<file path="src/rtl/mem_stage.sv">
// Y86-64 memory stage: M pipeline register plus a request/acknowledge data-memory
// access sequencer that freezes upstream stages while an access is in flight.
module mem_stage #(
    parameter int MEM_BYTES = 8192
) (
    input  logic        clk,
    input  logic        rst_n,
    input  logic        M_stall,
    input  logic        M_bubble,
    input  logic [1:0]  W_stat,
    input  logic [1:0]  e_stat,
    input  logic [3:0]  E_icode,
    input  logic        e_Cnd,
    input  logic [63:0] e_valE,
    input  logic [63:0] E_valA,
    input  logic [3:0]  e_dstE,
    input  logic [3:0]  E_dstM,
    input  logic [63:0] dmem_rdata,
    input  logic        dmem_ack,
    output logic        dmem_req,
    output logic        dmem_we,
    output logic [63:0] dmem_addr,
    output logic [63:0] dmem_wdata,
    output logic        m_busy,
    output logic [1:0]  m_stat,
    output logic [63:0] m_valM,
    output logic [3:0]  M_icode,
    output logic        M_Cnd,
    output logic [63:0] M_valE,
    output logic [63:0] M_valA,
    output logic [3:0]  M_dstE,
    output logic [3:0]  M_dstM
);

    localparam logic [1:0]  STAT_AOK = 2'b00;
    localparam logic [1:0]  STAT_ADR = 2'b10;
    localparam logic [3:0]  I_NOP    = 4'h1;
    localparam logic [3:0]  I_RMMOVQ = 4'h4;
    localparam logic [3:0]  I_MRMOVQ = 4'h5;
    localparam logic [3:0]  I_CALL   = 4'h8;
    localparam logic [3:0]  I_RET    = 4'h9;
    localparam logic [3:0]  I_PUSHQ  = 4'hA;
    localparam logic [3:0]  I_POPQ   = 4'hB;
    localparam logic [3:0]  REG_NONE = 4'hF;
    localparam logic [63:0] ADDR_MAX = 64'(MEM_BYTES - 8);

    typedef enum logic [1:0] {
        ST_IDLE = 2'b00,
        ST_REQ  = 2'b01,
        ST_DONE = 2'b10
    } state_t;

    state_t      state_r;
    state_t      state_nxt_s;
    logic        is_read_s;
    logic        is_write_s;
    logic [63:0] acc_addr_s;
    logic        addr_ok_s;
    logic        adr_fault_s;
    logic        issue_s;
    logic        load_s;

    // Classify the incoming E-stage instruction and select its memory address
    always_comb begin
        is_read_s  = 1'b0;
        is_write_s = 1'b0;
        acc_addr_s = 64'h0;
        case (E_icode)
            I_MRMOVQ: begin
                is_read_s  = 1'b1;
                acc_addr_s = e_valE;
            end
            I_POPQ, I_RET: begin
                is_read_s  = 1'b1;
                acc_addr_s = E_valA;
            end
            I_RMMOVQ, I_PUSHQ, I_CALL: begin
                is_write_s = 1'b1;
                acc_addr_s = e_valE;
            end
            default: begin
                is_read_s  = 1'b0;
                is_write_s = 1'b0;
                acc_addr_s = 64'h0;
            end
        endcase
    end

    // Address legality, issue qualification and M load enable
    always_comb begin
        addr_ok_s   = (acc_addr_s <= ADDR_MAX);
        adr_fault_s = (is_read_s | is_write_s) & ~addr_ok_s & (e_stat == STAT_AOK);
        issue_s     = addr_ok_s & (e_stat == STAT_AOK) &
                      (is_read_s | (is_write_s & (W_stat == STAT_AOK)));
        load_s      = (state_r != ST_REQ) & ~M_stall;
    end

    assign m_busy = (state_r == ST_REQ);

    // Access sequencer next-state: a pending access blocks every load
    always_comb begin
        state_nxt_s = state_r;
        case (state_r)
            ST_REQ: begin
                if (dmem_ack) begin
                    state_nxt_s = ST_DONE;
                end else begin
                    state_nxt_s = ST_REQ;
                end
            end
            ST_IDLE, ST_DONE: begin
                if (!load_s) begin
                    state_nxt_s = state_r;
                end else if (M_bubble) begin
                    state_nxt_s = ST_IDLE;
                end else if (issue_s) begin
                    state_nxt_s = ST_REQ;
                end else begin
                    state_nxt_s = ST_IDLE;
                end
            end
            default: state_nxt_s = ST_IDLE;
        endcase
    end

    // Sequencer state and registered request line
    always_ff @(posedge clk or negedge rst_n) begin
        if (!rst_n) begin
            state_r  <= ST_IDLE;
            dmem_req <= 1'b0;
        end else begin
            state_r  <= state_nxt_s;
            dmem_req <= (state_nxt_s == ST_REQ);
        end
    end

    // Request attributes are captured at load and stay stable while requesting
    always_ff @(posedge clk or negedge rst_n) begin
        if (!rst_n) begin
            dmem_we    <= 1'b0;
            dmem_addr  <= 64'h0;
            dmem_wdata <= 64'h0;
        end else if (load_s && !M_bubble && issue_s) begin
            dmem_we    <= is_write_s;
            dmem_addr  <= acc_addr_s;
            dmem_wdata <= E_valA;
        end
    end

    // M pipeline register; stat already reflects the address check
    always_ff @(posedge clk or negedge rst_n) begin
        if (!rst_n) begin
            M_icode <= I_NOP;
            M_Cnd   <= 1'b0;
            M_valE  <= 64'h0;
            M_valA  <= 64'h0;
            M_dstE  <= REG_NONE;
            M_dstM  <= REG_NONE;
            m_stat  <= STAT_AOK;
        end else if (load_s) begin
            if (M_bubble) begin
                M_icode <= I_NOP;
                M_Cnd   <= 1'b0;
                M_valE  <= 64'h0;
                M_valA  <= 64'h0;
                M_dstE  <= REG_NONE;
                M_dstM  <= REG_NONE;
                m_stat  <= STAT_AOK;
            end else begin
                M_icode <= E_icode;
                M_Cnd   <= e_Cnd;
                M_valE  <= e_valE;
                M_valA  <= E_valA;
                M_dstE  <= e_dstE;
                M_dstM  <= E_dstM;
                m_stat  <= adr_fault_s ? STAT_ADR : e_stat;
            end
        end
    end

    // Read data: cleared on every load, filled when a read is acknowledged
    always_ff @(posedge clk or negedge rst_n) begin
        if (!rst_n) begin
            m_valM <= 64'h0;
        end else if (load_s) begin
            m_valM <= 64'h0;
        end else if ((state_r == ST_REQ) && dmem_ack && !dmem_we) begin
            m_valM <= dmem_rdata;
        end
    end

endmodule

</file>
<file path="config.mk">
export PLATFORM = sky130hd
export DESIGN_NAME = mem_stage
export DESIGN_NICKNAME = d
export VERILOG_FILES = /design/src/rtl/mem_stage.sv
export SDC_FILE = /design/constraint.sdc
export NUM_CORES = 1
export LEC_CHECK = 0
export CAP_MARGIN = 10
export CELL_PAD_IN_SITES_DETAIL_PLACEMENT = 1
export CELL_PAD_IN_SITES_GLOBAL_PLACEMENT = 1
export CORE_AREA = 2 2 217 219
export DETAILED_ROUTE_END_ITERATION = 12
export DIE_AREA = 0 0 219 221
export MAX_ROUTING_LAYER = met4
export PLACE_DENSITY_LB_ADDON = 0.1
export SYNTH_ARGS = -nofsm -noshare
export SYNTH_HDL_FRONTEND = slang
export SYNTH_SLANG_ARGS = --single-unit
</file>
<file path="constraint.sdc">
create_clock -name clk -period 2.8 [get_ports clk]
set_input_delay 0.7 -clock clk [delete_from_list [all_inputs] [get_ports clk]]
set_output_delay 0.7 -clock clk [all_outputs]
set_load 0.02 [all_outputs]
</file>
## Word-level counts from Yosys, hierarchy flattened

Cells that the tools add are included.

| storage, ports and cells | value |
|---|---|
| register bits | 339 |
| output and inout port bits | 338 |
| logic and storage cells | 67 |
| bits of input ports | 214 |

| operators by class | value |
|---|---|
| bitwise logic cells | 10 |
| mux-type cells | 18 |
| reductions and logical operators | 15 |
| magnitude comparators | 1 |
| eq/ne operators | 10 |

Operators with widths:

| operator | number |
|---|---|
| 64-bit two-way mux | 4 |
| 64-bit case mux with 2 select lines | 1 |
| 64-bit by 13-bit less-or-equal comparator with 1-bit output, second input constant | 1 |
| 4-bit equality test, second input constant | 4 |
| 4-bit two-way mux | 3 |
| 4-bit by 3-bit equality test with 1-bit output, second input constant | 2 |
| 2-bit two-way mux | 4 |
| 1-bit AND | 6 |
| 2-bit logical NOT | 3 |
| 3-bit OR reduction | 2 |
| 1-bit two-way mux | 5 |
| 2-bit by 1-bit equality test with 1-bit output, second input constant | 2 |
| 1-bit logical AND | 4 |
| 2-bit case mux with 2 select lines | 1 |
| 2-bit OR reduction | 2 |
| 4-bit OR reduction | 1 |
| 2-bit equality test, second input constant | 1 |
| 1-bit logical NOT | 2 |
| 2-bit by 1-bit != test with 1-bit output, second input constant | 1 |
| 1-bit NOT | 2 |
| 1-bit bitwise OR | 2 |
| 2-bit nonzero test | 1 |

## Longest topological paths before layout

Gate-level depths: netlist of run 1.

| depth | value |
|---|---|
| depth after elaboration | 11 |
| gate-level depth with buffers | 9 |
| gate-level depth less buffers | 6 |

## Worst setup path after synthesis of run 1

OpenSTA, ideal clock, no wires.

| path | value |
|---|---|
| path kind | in2reg |
| start point | input port E_icode[2] |
| end point | register dmem_addr[10] |
| required time | 2.672 ns |
| data arrival time | 2.741 ns |
| buffers on the path | 3 |
| slack | -0.068 ns |
| stages | 9 |
| library setup time | 0.128 ns |
| cell sequence | and3b_1 buf_4 a31oi_1 or4_1 nor4b_2 a311o_2 buf_12 buf_8 mux2_1 |

| on the way | value |
|---|---|
| cells in the longest elaborated chain, start to end | 7 |
| elaborated cells between the ends (all ways) | 19 |
| classes of those cells | order compare (1); eq/ne (6); mux (3); bitwise (4); reduce/logical (5) |

Ends and longest elaborated chain:

| item | RTL line | source |
|---|---|---|
| start, declared | 12 | `input logic [3:0] E_icode,` |
| 4-bit by 3-bit equality test with 1-bit output or 4-bit equality test (tied branches) | 68 | `case (E_icode)` |
| 4-bit OR reduction (no source line), or another cell as far along | - |  |
| 64-bit case mux with 2 select lines or 1-bit two-way mux (tied branches) | 68 |  |
| 64-bit by 13-bit less-or-equal comparator with 1-bit output or 1-bit AND (tied branches) | 91, 94 |  |
| 1-bit AND or 1-bit bitwise OR (tied branches) | 93, 94 |  |
| 1-bit AND | 93 | `issue_s = addr_ok_s & (e_stat == STAT_AOK) &` |
| 1-bit logical AND | 143 | `end else if (load_s && !M_bubble && issue_s) begin` |
| end signal, assigned | 145 | `dmem_addr <= acc_addr_s;` |
| end, declared | 22 | `output logic [63:0] dmem_addr,` |

Several ways; a longest one is shown, not always the timed one.
A chain may end at the register's enable or synchronous reset.

## Worst setup path in the final report of run 1

| path | value |
|---|---|
| start point | input port E_valA[39] |
| end point | register dmem_wdata[24] |

| on the way | value |
|---|---|
| cells in the longest elaborated chain, start to end | 5 |

Ends and longest elaborated chain:

| item | RTL line | source |
|---|---|---|
| start, declared | 15 | `input logic [63:0] E_valA,` |
| 64-bit case mux with 2 select lines | 68 |  |
| 64-bit by 13-bit less-or-equal comparator with 1-bit output | 91 | `addr_ok_s = (acc_addr_s <= ADDR_MAX);` |
| 1-bit AND (2 in a row) | 93 |  |
| 1-bit logical AND | 143 |  |
| end signal, assigned | 146 | `dmem_wdata <= E_valA;` |
| end, declared | 23 | `output logic [63:0] dmem_wdata,` |

No other way between the ends.

==> results of run 1 <==
==> layout make-up <==
| cell class | instances | area [um^2] |
|---|---|---|
| Fill cell | 4956 | 23400 |
| Tap cell | 607 | 759 |
| Clock buffer | 54 | 1180 |
| Timing Repair Buffer | 716 | 6950 |
| Sequential cell | 339 | 8490 |
| Multi-Input combinational cell | 708 | 4950 |
| Clock inverter | 22 | 322 |
| Inverter | 2 | 7.51 |
| Antenna cell | 14 | 35.0 |
==> cells in the final DEF, fill, tap and decap left out, drive strengths merged, types with 5 or more instances in the layout <==
| master | n |
|---|---|
| clkinv | 10 |
| clkbuf | 70 |
| and2 | 52 |
| diode | 14 |
| clkdlybuf4s15 | 22 |
| mux2 | 78 |
| nor4 | 26 |
| bufinv | 8 |
| dfrtp | 330 |
| a22o | 76 |
| nand2 | 287 |
| dlygate4sd2 | 54 |
| dfstp | 9 |
| clkdlybuf4s50 | 435 |
| o21ai | 10 |
| nand4 | 5 |
| buf | 186 |
| nand3b | 134 |
| nor2 | 9 |
==> metrics by stage <==
stage	hold slack (ns)	setup slack, ns	power [uW]
after floorplan	0.404	-0.00438	6410
after global placement	0.442	-0.919	8020
after detailed placement	0.448	-1.02	8050
after CTS	0.122	0.00000400	14100
after global routing	0.114	-0.0186	14500
final	0.0991	0.0126	13900
==> layer usage <==
metal  global-route usage  share of wire
met1                0.293           0.41
met2                0.381           0.48
met3               0.0796          0.082
met4               0.0687          0.024
met5                    -              0
==> worst max-delay path: stages <==
cell,delay [ns]
clkdlybuf4s15_2,0.22
nor4_4,0.34
buf_4,0.21
o211ai_1,0.10
nor4_2,0.16
buf_4,0.17
o22ai_4,0.06
a311o_2,0.39
buf_6,0.13
buf_12,0.12
buf_12,0.14
clkbuf_16,0.17
mux2_1,0.31
==> worst max path at each step <==
stage | start | end | slack [ns] | depth (start not counted)
after global routing | e_valE[24] | dmem_wdata[24] | -0.02 | 13
after global placement | E_icode[0] | dmem_wdata[0] | -0.92 | 8
after detailed placement | E_icode[0] | dmem_wdata[2] | -1.02 | 8
after floorplan | E_icode[2] | dmem_addr[10] | -0.004 | 9
after CTS | e_valE[1] | dmem_wdata[17] | 0.000004 | 11
final | E_valA[39] | dmem_wdata[24] | 0.01 | 13
==> sequential cells by signal, indices dropped and copies added (netlist names) <==
name	count
M_Cnd	1
M_dstE	4
M_dstM	4
M_icode	4
M_valA	64
M_valE	64
dmem_addr	64
dmem_req	1
dmem_wdata	64
dmem_we	1
m_stat	2
m_valM	64
state_r	2
==> power by group through the flow <==
stage	combinational, uW	sequential [uW]	clock, uW
finish	2520	5470	5900
global route	2690	5510	6270
CTS	2540	5470	6050
detailed placement	2510	5550	0
global placement	2490	5530	0
floorplan	444	5960	0
==> logic make-up (layout without fill, tap and decap cells) <==
family / Yosys count / after routing
AND/OR/NAND/NOR: 529 / 529
flip-flops: 339 / 339
AO/OA/AOI/OAI: 101 / 101
multiplexers: 78 / 78
buffers and inverters: 78 / 794
other: 0 / 14
==> what timing repair did <==
| item | 4_1_cts | 5_1_grt |
|---|---|---|
| gates resized for setup | 268 | 68 |
| gates cloned | 10 | 1 |
| setup buffers | 16 | 0 |
| pin swaps | 43 | 25 |
| endpoints found under the setup margin | 130 | 57 |
| hold buffers | 0 | 0 |
==> reports/results.ini, run 1 <==
[final_layout]
nets=2022
drive_gt1_frac=0.206
area_growth_pct=69.6
fin_area_um2=22700
final_util=0.493
finalNonFillerCells=2462

[critical_path]
r2r-start=state_r[0]
setup.worst_path.class=primary input to flip-flop
reg2regPathDepth=10
cp-start-kind=primary input
r2r_setup_slack_ns=0.33
required_ns=3.24
rr_endpoint=dmem_wdata[24]
end_kind=flip-flop
worstPathArrival_ns=3.22
cp_max_fo=6

[drt]
ant_nets=0
wl_per_cell_um=23.0
drc_errors=0
wl_mm=56.6
dr_total_vias=11500
vias_per_cell=4.67
drtIter0Drc=556
first_pass_iters=4

[synthesis]
ys_seq_area_frac=0.635
yosysTopAreaCell=dfrtp_1
synth_nets=1339
muxShareOfSynthArea=0.0657
synth_area_leaders=dfrtp_1 62%, nand2_1 8.1%, nand3b_1 7.5%, a22o_1 5.0%, mux2_1 5.0%
synth.most_common_cell=dfrtp_1
synth_area_per_cell_um2=11.9
yosys.area_share.simple=0.206
synth_cells=1125
synthArstFlopShare=1.00
synth_xor_xnor_area_share=0
synth_top_family_by_area=simple AND/OR/NAND/NOR gates
syn_area_um2=13400
yosysWarnings=0
synth_top_area_frac=0.617
synth-compound-area-share=0.0624
synth_flop_cell=dfrtp_1
synth_commonest_cells=330 x dfrtp_1, 287 x nand2_1, 134 x nand3b_1
synth-seq-cells=339
synth_adder_area_share=0
synth-edff-count=0
ys_types=43

[grt]
grt_max_degree=143
grtUsageTotal=0.241
grt_pass1_wl_mm=84.7
grt_antenna_before_repair=18
grt_pass1_vias=12800
gr-total-overflow=0

[timing]
max_slew_margin=0.452
fin_crit_ns=2.79
fin_skew_ns=0.0287
tightestPinTransition_ns=0.820
maxSlewViolCount=0
min_period_over_period=0.995
hold_viol=0
setup_tns_ns=0
setup_viol=0
fmax_mhz=359

[cts]
cts.clk_slew.worst_paths_ns=0.06
cts_sinks=339
htreeDepth=2
cts-root-buf=clkbuf_16
clkLatencyLatePin_ns=0.57
cts-buffers-inserted=41
cts_tree=yes
cts.path.max_buffers=3

[min_path]
min_path_type=primary input to asynchronous set/reset pin

[power]
pwr-share-comb=0.182
ir_drop_v=0.000340
switching_share=0.268
p_int_uw=10200
p_per_area_nw_per_um2=612
clockPowerShare=0.425
seq_power_share=0.394
netSwitchingPower_uw=3720
leakage_uw=0.0108

[place]
place_area_um2=20400
place.gp.congestion=0.808
dp_hpwl_mm=38.8
place_inst=2350
io_buffers=551

[floorplan]
dieArea_um2=48400
ios=552
rows=79
die_w_um=219
placeableCoreArea_um2=46100
die_h_um=221
initial_core_util=0.290

[run_status]
run_status=finished, final reports clean

[flow_run]
cap_violations=0

(Power assumes the default switching activity.)
==> run 2, diff against run 1 <==
GPL_TIMING_DRIVEN = 0   (was not set)
clock period = 3.6 ns   (was 2.8 ns; I/O delays follow)
==> run 2 against run 1 <==
  * Total power decreased by 26%
  * Via count decreased by 3.2%
  * Clock power decreased by 28%
  * Highest routed layer unchanged
  * Cell count decreased by 3.9%
  * Cell area decreased by 6.8%
  * Worst hold slack improved by 0.18 ns
  * Combinational power decreased by 27%
  * Largest cell class unchanged
  * Core utilization decreased by 3.3 points
==> reports/results.ini, run 2 (synthesized netlist as in run 1, its figures left out) <==
[run_status]
run_status=finished, final reports clean

[critical_path]
cpMaxStageDelayCell=clkdlybuf4s50_1
path_buf_inv=3
worstSetupEndpoint=dmem_addr[8]
reg2regPathDepth=7
r2r_setup_slack_ns=0.58
cp_top_family=simple AND/OR/NAND/NOR gates
slowest_delay_ns=0.62
rr_endpoint=M_valE[61]
required_ns=4.03
crit_start=E_valA[63]
r2r-start=state_r[0]
cp_max_fo=10
cp_cell_sequence=clkdlybuf4s50_1 > nor4_1 > nand4_1 > nor3_2 > o22ai_1 > a311o_2 > buf_12 > buf_8 > mux2_1
setup.worst_path.class=primary input to flip-flop
cp-start-kind=primary input
worstPathArrival_ns=3.88
cp_num_cells=9
end_kind=flip-flop

[place]
post-place-ws_ns=-0.986
dp_hpwl_mm=41.7
io_buffers=551
place_area_um2=19700
place.gp.congestion=0.805

[power]
p_per_area_nw_per_um2=488
ir_drop_v=0.000296
finalPower_uw=10300
leakage_uw=0.00968

[floorplan]
initial_core_util=0.290
rows=79
die_h_um=221
placeableCoreArea_um2=46100
die_w_um=219
dieArea_um2=48400
ios=552

[timing]
max_slew_margin=0.364
tightestPinTransition_ns=0.951
min_period_over_period=0.960
setup_viol=0
setup_tns_ns=0
fin_skew_ns=0.0184
rsz0062_at_grt=false
maxSlewViolCount=0
fin_crit_ns=3.45
worst_slack_ns=0.146
fin_hold_ws_ns=0.279
fmax_mhz=289
hold_viol=0

[drt]
wl_mm=55.2
drc_errors=0
first_pass_iters=4
vias_per_cell=4.71
ant_nets=0
drtIter0Drc=646
wl_per_cell_um=23.4
dr_total_vias=11100

[final_layout]
area_growth_pct=58.1
final_common_cell=clkdlybuf4s50_1
fin_area_um2=21200
nets=1936
fill_cells=4967
mostFrequentLayoutCells=549 x clkdlybuf4s50_1, 330 x dfrtp_1, 287 x nand2_1
drive_gt1_frac=0.0662

[grt]
gr-total-overflow=0
grt_max_degree=103
grtUsageTotal=0.235
grt_pass1_wl_mm=82.1
grt_antenna_before_repair=7
grt_pass1_vias=12500

[cts]
cts-buffers-inserted=41
cts.path.max_buffers=3
clkLatencyLatePin_ns=0.56
htreeDepth=2
holdBufCountCts=0
cts-root-buf=clkbuf_16
postCtsSetupBuffers=0
cts_sinks=339
cts_tree=yes
cts.clk_slew.worst_paths_ns=0.06

[min_path]
min_path_type=primary input to asynchronous set/reset pin

[flow_run]
cap_violations=0

==> run 2: changes by cell type in the layout (fill, tap and decap cells not counted), sizes merged, moves of 5 or more <==
| cell | before | now |
|---|---|---|
| clkdlybuf4s50 | 435 | 549 |
| buf | 186 | 17 |
| bufinv | 8 | 2 |
| clkdlybuf4s15 | 22 | 0 |
| clkinv | 10 | 5 |
| dlygate4sd2 | 54 | 0 |
| diode | 14 | 7 |
| clkbuf | 70 | 127 |
==> run 2: metrics by stage <==
step           cells   util
3_3_place_gp    2283  0.427
4_1_cts         2358  0.459
3_5_place_dp    2286  0.429
5_1_grt         2365  0.459
2_1_floorplan   1125      -
6_report        2365  0.459
==> run 2: worst reg2reg max path: cells and delay by family, from the launching register on <==
kind	cells	cell delay (ns)
AND/OR/NAND/NOR	4	1.19
buffers and inverters	3	1.35
flip-flops	1	0.41
==> run 2: power by group <==
part / internal [uW] / switching [uW] / leakage [uW] / total [uW]
Clock: 2550 / 1670 / 0.000673 / 4220
Sequential: 4090 / 150 / 0.00454 / 4240
Combinational: 863 / 989 / 0.00447 / 1850
==> run 2: per-layer routing <==
| layer | part of all wire | wire (um) | track usage |
|---|---|---|---|
| met4 | 0.028 | 1570 | 0.0776 |
| met2 | 0.48 | 26700 | 0.378 |
| met1 | 0.41 | 22600 | 0.280 |
| met3 | 0.079 | 4350 | 0.0737 |
| met5 | 0 | 0 | - |
==> run 2: cell type report <==
| class | count | area, um^2 | share of cell area |
|---|---|---|---|
| timing repair buffer | 554 | 5610 | 0.265 |
| inverter | 2 | 7.51 | 0.000355 |
| clock inverter | 8 | 97.6 | 0.00461 |
| tap | 607 | 759 | 0.0359 |
| clock buffer | 64 | 1260 | 0.0598 |
| sequential | 339 | 8490 | 0.402 |
| antenna | 7 | 17.5 | 0.000828 |
| multi-input combinational | 708 | 4490 | 0.212 |
| buffer | 76 | 413 | 0.0195 |
==> run 2: how the worst min path moves through the flow <==
stage                          start    endpoint  slack [ns]  depth (start not counted)
after global routing           rst_n  M_valE[42]        0.31                          1
after floorplan           state_r[0]  state_r[1]        0.48                          1
final                          rst_n  M_valE[42]        0.28                          1
after global placement     M_dstM[3]   M_dstM[3]        0.44                          2
after CTS                      rst_n  M_valE[41]        0.29                          1
after detailed placement   M_dstM[3]   M_dstM[3]        0.44                          2
==> run 2: timing repair <==
item | 4_1_cts | 5_1_grt
resized for setup | 4 | 4
setup endpoints to repair | 129 | 59
hold endpoints to repair | 0 | 0
pin swaps | 0 | 0
==> run 3, diff against run 2 <==
CAP_MARGIN = not set   (was 10)
==> results of run 3 <==
Final layout, timing and power as in run 2 (identical DEF).
